File: config.mk
export PLATFORM = sky130hd
export DESIGN_NAME = tiny_dnn_seq
export DESIGN_NICKNAME = d
export VERILOG_FILES = /design/src/rtl/tiny_dnn_pkg.sv /design/src/rtl/tiny_dnn_addr_gen.sv /design/src/rtl/tiny_dnn_seq.sv
export SDC_FILE = /design/constraint.sdc
export NUM_CORES = 1
export LEC_CHECK = 0
export BUFFER_PORTS_ARGS = -buffer_cell sky130_fd_sc_hd__buf_2
export CAP_MARGIN = 20
export CORE_AREA = 3 3 154 126
export DETAILED_ROUTE_END_ITERATION = 10
export DIE_AREA = 0 0 157 129
export REMOVE_ABC_BUFFERS = 1
export SKIP_LAST_GASP = 1
export SYNTH_ARGS = -nofsm -noshare
export SYNTH_HDL_FRONTEND = slang
export SYNTH_SLANG_ARGS = --single-unit
File: constraint.sdc
create_clock -name clk -period 4.2 [get_ports clk]
set_input_delay 0.21 -clock clk [delete_from_list [all_inputs] [get_ports clk]]
set_output_delay 0.21 -clock clk [all_outputs]
set_load 0.1 [all_outputs]
File: src/rtl/tiny_dnn_pkg.sv
// Shared types and widths for the tiny DNN MAC-core sequencer.
package tiny_dnn_pkg;

  localparam int ADDR_W = 10;
  localparam int DA_W   = 22;
  localparam int SS_W   = 10;
  localparam int OC_W   = 6;

  typedef enum logic [2:0] {
    IDLE  = 3'd0,
    INIT  = 3'd1,
    EXEC  = 3'd2,
    BIAS  = 3'd3,
    DRAIN = 3'd4,
    OUT   = 3'd5,
    DONE  = 3'd6
  } seq_state_t;

  // An output-chain length of zero still needs one shift to emit the result.
  function automatic logic [OC_W-1:0] oc_eff(input logic [OC_W-1:0] oc);
    return (oc == 6'd0) ? 6'd1 : oc;
  endfunction

endpackage

File: src/rtl/tiny_dnn_addr_gen.sv
// Term, pixel and running-base counters; produces the next-cycle weight index and buffer address.
module tiny_dnn_addr_gen
  import tiny_dnn_pkg::*;
#(
  parameter int NPIX_W = 12
) (
  input  logic              clk,
  input  logic              rst_n,
  input  logic              clr_i,
  input  logic              exec_nxt_i,
  input  logic              in_exec_i,
  input  logic              pix_adv_i,
  input  logic [SS_W-1:0]   ss_i,
  output logic [SS_W-1:0]   k_o,
  output logic [SS_W-1:0]   k_nxt_o,
  output logic [DA_W-1:0]   da_nxt_o,
  output logic [NPIX_W-1:0] pix_o
);

  logic [SS_W-1:0]   k_q;
  logic [NPIX_W-1:0] pix_q;
  logic [DA_W-1:0]   base_q;

  // EXEC is only entered from INIT, so being in EXEC already means the term index advances.
  always_comb begin
    k_nxt_o  = in_exec_i ? (k_q + 10'd1) : 10'd0;
    da_nxt_o = base_q + DA_W'(k_nxt_o);
  end

  // base tracks pix*ss by accumulation; the 22-bit add wraps modulo 2^22.
  always_ff @(posedge clk or negedge rst_n) begin
    if (!rst_n) begin
      k_q    <= 10'd0;
      pix_q  <= '0;
      base_q <= 22'd0;
    end else begin
      k_q <= exec_nxt_i ? k_nxt_o : 10'd0;
      if (clr_i) begin
        pix_q  <= '0;
        base_q <= 22'd0;
      end else if (pix_adv_i) begin
        pix_q  <= pix_q + NPIX_W'(1);
        base_q <= base_q + DA_W'(ss_i);
      end
    end
  end

  assign k_o   = k_q;
  assign pix_o = pix_q;

endmodule

File: src/rtl/tiny_dnn_seq.sv
// Run sequencer for a chain of MAC cores: init, ss exec terms, optional bias, drain, output shifts.
module tiny_dnn_seq
  import tiny_dnn_pkg::*;
#(
  parameter int F_SIZE = 1024,
  parameter int NPIX_W = 12
) (
  input  logic              clk,
  input  logic              rst_n,
  input  logic              start_i,
  input  logic [SS_W-1:0]   ss_i,
  input  logic [NPIX_W-1:0] npix_i,
  input  logic [OC_W-1:0]   oc_i,
  input  logic              bias_en_i,
  input  logic              bank_i,
  output logic              init_o,
  output logic              exec_o,
  output logic              bias_o,
  output logic              outr_o,
  output logic              update_o,
  output logic [ADDR_W:0]   ra_o,
  output logic [DA_W-1:0]   da_o,
  output logic              busy_o,
  output logic              done_o
);

  localparam logic [ADDR_W-1:0] K_MASK = ADDR_W'(F_SIZE - 1);

  seq_state_t        state_q, state_d, post_init_s;
  logic [SS_W-1:0]   ss_q;
  logic [NPIX_W-1:0] npix_q;
  logic [OC_W-1:0]   oc_q, cnt_q, cnt_d;
  logic              bias_en_q, bank_q;
  logic              start_acc_s, pix_adv_s;
  logic [SS_W-1:0]   k_s, k_nxt_s;
  logic [DA_W-1:0]   da_nxt_s;
  logic [NPIX_W-1:0] pix_s;
  logic              init_q, exec_q, bias_q, outr_q, update_q, busy_q, done_q;
  logic [ADDR_W:0]   ra_q, ra_d;
  logic [DA_W-1:0]   da_q, da_d;

  assign start_acc_s = (state_q == IDLE) && start_i;

  tiny_dnn_addr_gen #(.NPIX_W(NPIX_W)) u_addr_gen (
    .clk        (clk),
    .rst_n      (rst_n),
    .clr_i      (start_acc_s),
    .exec_nxt_i (state_d == EXEC),
    .in_exec_i  (state_q == EXEC),
    .pix_adv_i  (pix_adv_s),
    .ss_i       (ss_q),
    .k_o        (k_s),
    .k_nxt_o    (k_nxt_s),
    .da_nxt_o   (da_nxt_s),
    .pix_o      (pix_s)
  );

  // Next-state decode; strobe and address registers are loaded from the next state.
  always_comb begin
    state_d   = state_q;
    pix_adv_s = 1'b0;
    if (ss_q != 10'd0) begin
      post_init_s = EXEC;
    end else if (bias_en_q) begin
      post_init_s = BIAS;
    end else begin
      post_init_s = DRAIN;
    end
    case (state_q)
      IDLE: begin
        if (start_i) begin
          state_d = (npix_i == '0) ? DONE : INIT;
        end else begin
          state_d = IDLE;
        end
      end
      INIT: state_d = post_init_s;
      EXEC: begin
        if (k_s == ss_q - 10'd1) begin
          state_d = bias_en_q ? BIAS : DRAIN;
        end else begin
          state_d = EXEC;
        end
      end
      BIAS: state_d = DRAIN;
      DRAIN: begin
        if (cnt_q == 6'd1) begin
          state_d = OUT;
        end else begin
          state_d = DRAIN;
        end
      end
      OUT: begin
        if (cnt_q == oc_q - 6'd1) begin
          pix_adv_s = 1'b1;
          state_d   = ((pix_s + NPIX_W'(1)) == npix_q) ? DONE : INIT;
        end else begin
          state_d = OUT;
        end
      end
      DONE:    state_d = IDLE;
      default: state_d = IDLE;
    endcase

    cnt_d = (state_d == state_q) ? (cnt_q + 6'd1) : 6'd0;

    case (state_d)
      EXEC:    ra_d = {bank_q, k_nxt_s & K_MASK};
      BIAS:    ra_d = {bank_q, 10'd0};
      default: ra_d = ra_q;
    endcase

    if (state_d == EXEC) begin
      da_d = da_nxt_s;
    end else begin
      da_d = da_q;
    end
  end

  // State, latched run parameters and registered outputs.
  always_ff @(posedge clk or negedge rst_n) begin
    if (!rst_n) begin
      state_q   <= IDLE;
      ss_q      <= 10'd0;
      npix_q    <= '0;
      oc_q      <= 6'd0;
      bias_en_q <= 1'b0;
      bank_q    <= 1'b0;
      cnt_q     <= 6'd0;
      init_q    <= 1'b0;
      exec_q    <= 1'b0;
      bias_q    <= 1'b0;
      outr_q    <= 1'b0;
      update_q  <= 1'b0;
      busy_q    <= 1'b0;
      done_q    <= 1'b0;
      ra_q      <= 11'd0;
      da_q      <= 22'd0;
    end else begin
      if (start_acc_s) begin
        ss_q      <= ss_i;
        npix_q    <= npix_i;
        oc_q      <= oc_eff(oc_i);
        bias_en_q <= bias_en_i;
        bank_q    <= bank_i;
      end
      state_q  <= state_d;
      cnt_q    <= cnt_d;
      init_q   <= (state_d == INIT);
      exec_q   <= (state_d == EXEC);
      bias_q   <= (state_d == BIAS);
      outr_q   <= (state_d == OUT);
      update_q <= (state_d == OUT) && (state_q != OUT);
      busy_q   <= (state_d != IDLE);
      done_q   <= (state_d == DONE);
      ra_q     <= ra_d;
      da_q     <= da_d;
    end
  end

  assign init_o   = init_q;
  assign exec_o   = exec_q;
  assign bias_o   = bias_q;
  assign outr_o   = outr_q;
  assign update_o = update_q;
  assign ra_o     = ra_q;
  assign da_o     = da_q;
  assign busy_o   = busy_q;
  assign done_o   = done_q;

endmodule

==> metrics.yaml, run 1 <==
outcome: "finished clean"
slowest_stage: "dfrtp_1"
postCtsSetupRepairBufs: 0
yosys.area_share.xor_xnor_pct: 9.450
path_clk_slew_ns: 0.06
top_layer: "met4"
async_reset_ff_share_pct: 100.0
cp_common_cell: "nand3_2"
drt_wl_total_microns: 17690
ant_nets: 0
synth_compound_area_share_pct: 11.66
drtIter0Drc: 346
worst_pin_slew_ns: 0.8671
crit_fanout: 24
syn_to_final_growth_pct: 19.88
cts_tree: "yes"
critPathKind: "reg2reg"
fmax_ghz: 0.2700
met3RoutedLength_microns: 845
gp_congestion: 0.8493
drive_gt1_share_pct: 17.08
wl_met2_microns: 7494
synth_top_family_by_area: "simple AND/OR/NAND/NOR gates"
synthMuxAreaShare_pct: 4.435
start_kind: "register"
synth_area_leaders: "dfrtp_1, nand2_1, xnor2_1"
insertion_delay_ns: 0.42
rsz0062_at_grt: "no"
hold_viol: 0
clkSinkCount: 123
setup-tns-final_ns: 0
ir_drop_mv: 0.2843
p_leak_nw: 4.227
yosysTopAreaCellShare_pct: 43.13
period_share_pct: 88.19
pin_count: 73
die_x_microns: 157
fp.dieH_microns: 129
placed_area_sq_um: 7710
clockRootBuffer: "clkbuf_16"
slew-limit-headroom_pct: 41.66
worstSetupEndpointType: "register"
fp.dieArea_sq_um: 20250
fin_cells: 1114
numCtsBuffers: 17
synth_seq_cells: 123
grt_start_max_net_pins: 59
initial_core_util_pct: 39.64
drc: 0
diodes: 0
stdcell_area_sq_um: 8556
maxCapViolCount: 0
grt_antenna_before_repair: 0
drtPass1Iterations: 5
synth_seq_area_share_pct: 43.13
syn_inst: 773
synthAdderAreaFrac_pct: 5.119
fp.coreArea_sq_um: 18000
final_nets: 933
hold_class: "in2reg"
grt_overflow: 0
num_vias: 5749
syn-cell-area_sq_um: 7137
fin_skew_ns: 0.009575
num_rows: 44
synth_area_per_cell_sq_um: 9.233
arrival_ns: 4.01
cts_buffer_depth: 2
post-place-cells: 1056
routed_via_density: 5.161
yosys.area_share.simple_pct: 22.12
wl_met1_microns: 9238
slew_viol_final: 0
grt_pass1_wl_microns: 29080
dp_hpwl_microns: 12320
period_minus_slack_ns: 3.704
grt_pass1_vias: 5479
yosys.area.top_type: "dfrtp_1"
synth_ff_type: "dfrtp_1"
cp_data_required_time_ns: 4.50
grt_usage_pct: 18.23
yosysWarningCount: 0
worst_path_largest_cell_delay_ns: 0.54
htreeDepth: 4
setup_viol: 0
synth_cell_types: 66
path_cells: "nand3_2, o21a_1, or4_4, a2111oi_4, nand3_2, a31oi_4, nand2_4, or2_4, inv_6, mux2_2"
synth_edf_count: 0
io_buffers: 72
p_per_area_nw_per_um2: 583.5
detail_route.wl_per_cell_microns: 15.88
[power breakdown]
part	internal (W)	total (W)	switching, W	leakage [nW]
clock network	0.000911	0.00143	0.000519	0.283
registers	0.00140	0.00165	0.000253	1.66
logic	0.000647	0.00191	0.00126	2.29
total	0.00296	0.00499	0.00204	4.23
[synth_stat cells (10+ instances only)]
cell type and instances:
clkbuf_1 20, o21ai_0 54, inv_1 33, ha_1 26, and3_1 10, dfrtp_1 123, nor2_1 61, nand3_1 36
xnor2_1 39, xor2_1 38, mux2_4 16, nand2_1 142, a21oi_1 16, nand4_1 15
[per-layer routing]
layer,up-vias,track usage (%)
li1,2866,-
met3,7,3.833
met4,0,4.992
met1,2741,27.92
met2,135,25.96
met5,-,0
[cell usage in the layout (no fill, tap or decap), types with 15 or more instances in the layout]
| cell type | n |
|---|---|
| nand2_1 | 142 |
| dfrtp_1 | 123 |
| buf_2 | 71 |
| nor2_1 | 61 |
| o21ai_0 | 54 |
| xnor2_1 | 39 |
| xor2_1 | 38 |
| nand3_1 | 35 |
| inv_1 | 33 |
| dlygate4sd3_1 | 27 |
| ha_1 | 26 |
| clkbuf_16 | 17 |
| a21oi_1 | 16 |
| mux2_4 | 16 |
| nand4_1 | 15 |
[worst max-delay path, delay by kind of cell (launching register included)]
kind / cells / cell delay, ns
compound gates: 3 / 0.97
buf+inv: 1 / 0.28
flops: 1 / 0.54
mux: 1 / 0.37
simple gates: 5 / 1.40
[sequential cells by signal, summed over array words and instances, names as in the netlist, 3 cells and up]
signal             flops
u_addr_gen.base_q     22
state_q                3
ra_o                  11
u_addr_gen.k_o        10
oc_q                   6
u_addr_gen.pix_o      12
ss_q                  10
cnt_q                  6
npix_q                12
da_o                  22
[worst paths after layout]
check / from / to / slack, ns / cells past startpoint
setup / recovery: u_addr_gen.pix_o[2] / da_o[14] / 0.50 / 10
hold / removal: ss_i[2] / ss_q[2] / 0.02 / 3
setup reg to reg: u_addr_gen.pix_o[2] / da_o[14] / 0.50 / 10
hold reg to reg: ra_o[7] / ra_o[7] / 0.48 / 2
max in group asynchronous: rst_n / state_q[0] / 2.81 / 3
min in group asynchronous: rst_n / u_addr_gen.base_q[12] / 0.41 / 2
[cells by family after synthesis]
logic type	Yosys count
DFF	123
muxes	23
adders and majority gates	28
xor gates and xnor gates	77
buffers and inverters	63
and+or+nand+nor	333
AOI/OAI and AO/OA	126
[final cells by class]
class / instances / area, sq um
fill: 1733 / 9447
multi-input combinational: 587 / 3779
sequential: 123 / 3078
timing repair buffer: 109 / 708.2
clock buffer: 23 / 478.0
tap: 230 / 287.8
inverter: 34 / 132.6
clock inverter: 8 / 92.59
[per-stage QoR]
stage	setup WS, ns	hold slack [ns]	util, %	total power, W
after floorplan	-2.253	-0.08559	-	0.003012
after global placement	0.4840	0.3318	42.83	0.003530
after detailed placement	0.4239	0.3391	42.83	0.003548
after CTS	0.3824	0.001985	47.50	0.005027
after global routing	0.09713	0.03965	47.53	0.005307
final	0.4962	0.01543	47.53	0.004992
[repair_timing]
action	in CTS	in global routing
endpoints found under the setup margin	0	2
endpoints found under the hold margin	82	0
hold buffers	27	0
gates resized for setup	0	1
No activity file was read; power rests on OpenSTA's default activity.
==> run 2, diff against run 1 <==
--- a/config.mk
+++ b/config.mk
@@ -5,11 +5,12 @@
 export SDC_FILE = /design/constraint.sdc
 export NUM_CORES = 1
 export LEC_CHECK = 0
+export ABC_AREA = 1
 export BUFFER_PORTS_ARGS = -buffer_cell sky130_fd_sc_hd__buf_2
 export CAP_MARGIN = 20
-export CORE_AREA = 3 3 154 126
+export CORE_AREA = 3 3 156 128
 export DETAILED_ROUTE_END_ITERATION = 10
-export DIE_AREA = 0 0 157 129
+export DIE_AREA = 0 0 159 131
 export REMOVE_ABC_BUFFERS = 1
 export SKIP_LAST_GASP = 1
 export SYNTH_ARGS = -nofsm -noshare
==> metrics.yaml, run 2 <==
outcome: "finished clean"
layout_common_cells: "nand2_1, inv_1, dfrtp_1"
cts_hold_buffers: 11  # -59%
regToRegStartpoint: "state_q[2]"
maxCapViolCount: 0  # unchanged
die_x_microns: 159  # +1.3%
yosysWarningCount: 0  # unchanged
grt_antenna_before_repair: 0  # unchanged
syn-cell-area_sq_um: 7362  # +3.2%
synth_ff_type: "dfrtp_1"
clockRootBuffer: "clkbuf_16"
fin_skew_ns: 0.01356  # +0.003984 ns
synth_cell_types: 41  # -38%
grt_usage_pct: 18.05  # -0.18 points
syn_inst: 959  # +24%
slew-limit-headroom_pct: 42.85  # +1.2 points
htreeDepth: 4  # unchanged
ctsResizeCount: 0  # unchanged
cts_buffer_depth: 2  # unchanged
cp_data_required_time_ns: 4.50  # about the same
async_reset_ff_share_pct: 100.0  # unchanged
fp.dieH_microns: 131  # +1.6%
yosys.area.top_type: "dfrtp_1"
grt_start_max_net_pins: 67  # +14%
p_sw_share_pct: 43.37  # +2.6 points
num_rows: 45  # +2.3%
ir_drop_mv: 0.3032  # +6.6%
diodes: 0  # unchanged
arrival_ns: 3.79  # -0.22 ns
fp.dieArea_sq_um: 20830  # +2.8%
grt_pass1_wl_microns: 29930  # +2.9%
hold_class: "in2reg"
clkSinkCount: 123  # unchanged
drive_gt1_share_pct: 16.09  # -0.99 points
gp_congestion: 0.8500  # about the same
synth_edf_count: 0  # unchanged
clkPwrFrac_pct: 29.5  # +0.9 points
fp.coreArea_sq_um: 18690  # +3.8%
drtPass1Iterations: 5  # unchanged
reg2reg_setup_slack_ns: 0.71  # +0.21 ns
seq_power_share_pct: 32.1  # -1.0 points
num_vias: 6359  # +11%
synth_seq_cells: 123  # unchanged
hold_viol: 0  # unchanged
synth_seq_area_share_pct: 41.81  # -1.3 points
setup_viol: 0  # unchanged
holdWs_ns: 0.01856  # +0.003133 ns
synth_common_cells: "nand2_1, inv_1, dfrtp_1"
detail_route.wl_per_cell_microns: 13.70  # -14%
slew_viol_final: 0  # unchanged
routed_via_density: 4.814  # -6.7%
drt_wl_total_microns: 18100  # +2.3%
post-place-cells: 1278  # +21%
synth_area_per_cell_sq_um: 7.677  # -17%
p_switching_w: 0.002163  # +6.2%
fmax_ghz: 0.2862  # +6.0%
crit_path_start: "state_q[2]"
fillCellCount: 1906  # +10%
critPathKind: "reg2reg"
internal_power_w: 0.002825  # -4.5%
drtIter0Drc: 389  # +12%
pin_count: 73  # unchanged
ant_nets: 0  # unchanged
insertion_delay_ns: 0.43  # about the same
rsz0062_at_grt: "no"
p_leak_nw: 4.313  # +2.0%
r2r_end: "da_o[21]"
layout.cells.most_common: "nand2_1"
dp_hpwl_microns: 12970  # +5.2%
setup-tns-final_ns: 0  # unchanged
post-route-util_pct: 46.51  # -1.0 points
final_nets: 1111  # +19%
crit_fanout: 7  # -71%
synth_area_leaders: "dfrtp_1, nand2_1, inv_1"
start_kind: "register"
drc: 0  # unchanged
p_per_area_nw_per_um2: 573.6  # -1.7%
fin_cells: 1321  # +19%
io_buffers: 72  # unchanged
path_clk_slew_ns: 0.06  # about the same
initial_core_util_pct: 39.38  # -0.26 points
ff2ff_path_depth: 14  # +4
yosysTopAreaCellShare_pct: 41.81  # -1.3 points
grt_pass1_vias: 6031  # +10%
p_total_w: 0.004988  # about the same
cts_tree: "yes"
synth_most_common_cell: "nand2_1"
endpoint: "da_o[21]"
period_share_pct: 83.18  # -5.0 points
worst_pin_slew_ns: 0.8572  # -0.009870 ns
postCtsSetupRepairBufs: 0  # unchanged
worstSetupEndpointType: "register"
grt_overflow: 0  # unchanged
syn_to_final_growth_pct: 18.10
numCtsBuffers: 17  # unchanged
pwr-share-comb_pct: 38.3  # about the same
period_minus_slack_ns: 3.494  # -0.2102 ns
-- run 2: logic make-up after synthesis --
family / count (synthesis) / synth area share [%]
simple gates: 465 / 27.38
buf+inv: 158 / 8.787
compound gates: 142 / 11.76
flops: 123 / 41.81
xor+xnor: 43 / 5.302
fa+ha+maj: 28 / 4.963
-- run 2: power by group through the flow --
stage	Combinational, W	Clock (W)	Sequential (W)
floorplan	0.00118	0	0.00182
global placement	0.00190	0	0.00162
detailed placement	0.00191	0	0.00162
CTS	0.00192	0.00150	0.00160
global route	0.00217	0.00155	0.00163
finish	0.00191	0.00147	0.00160
-- run 2: worst min path at each step --
stage / from / slack, ns / cells after the start / end
2_1_floorplan: rst_n / -0.09 / 0 / bank_q
3_3_place_gp: rst_n / 0.37 / 1 / npix_q[5]
3_5_place_dp: rst_n / 0.38 / 1 / npix_q[5]
4_1_cts: oc_i[1] / 0.0007 / 3 / oc_q[1]
5_1_grt: oc_i[1] / 0.03 / 3 / oc_q[1]
6_report: oc_i[1] / 0.02 / 3 / oc_q[1]
-- run 2: layer usage --
metal  wire length [microns]  vias up  track usage [%]
li1                        -     3264                -
met1                    9152     2951            25.00
met2                    7938      127            28.48
met3                     858       17            4.790
met4                     153        0            4.478
met5                       0        -                0
-- run 2: stage by stage --
stage	setup WS [ns]	cell area (sq um)
after floorplan	1.210	7242
after global placement	0.8394	8000
after detailed placement	0.7352	8000
after CTS	0.7188	8695
after global routing	0.2650	8695
final	0.7063	8695
-- run 2: worst max-delay path, cell delays in order, from the launching register on --
cell and delay, ns:
dfrtp_1 0.44, nor3_2 0.46, inv_1 0.26, nor3_1 0.38
ha_1 0.25, nand2_1 0.09, nor3_1 0.14, a21oi_1 0.12
o21ai_0 0.30, nand2_1 0.09, o21ai_0 0.23, nand2_1 0.21
nor2_1 0.16, xor2_1 0.19, o21ai_2 0.07
-- run 2: final cells by class --
type	instances	area (sq um)	share of cell area (%)
multi-input cells	678	3637	41.83
clock buffers	19	442.9	5.094
clock inverters	13	141.4	1.626
flip-flops and latches	123	3078	35.40
inverters	139	526.8	6.058
repair buffers	91	545.5	6.274
well taps	258	322.8	3.713
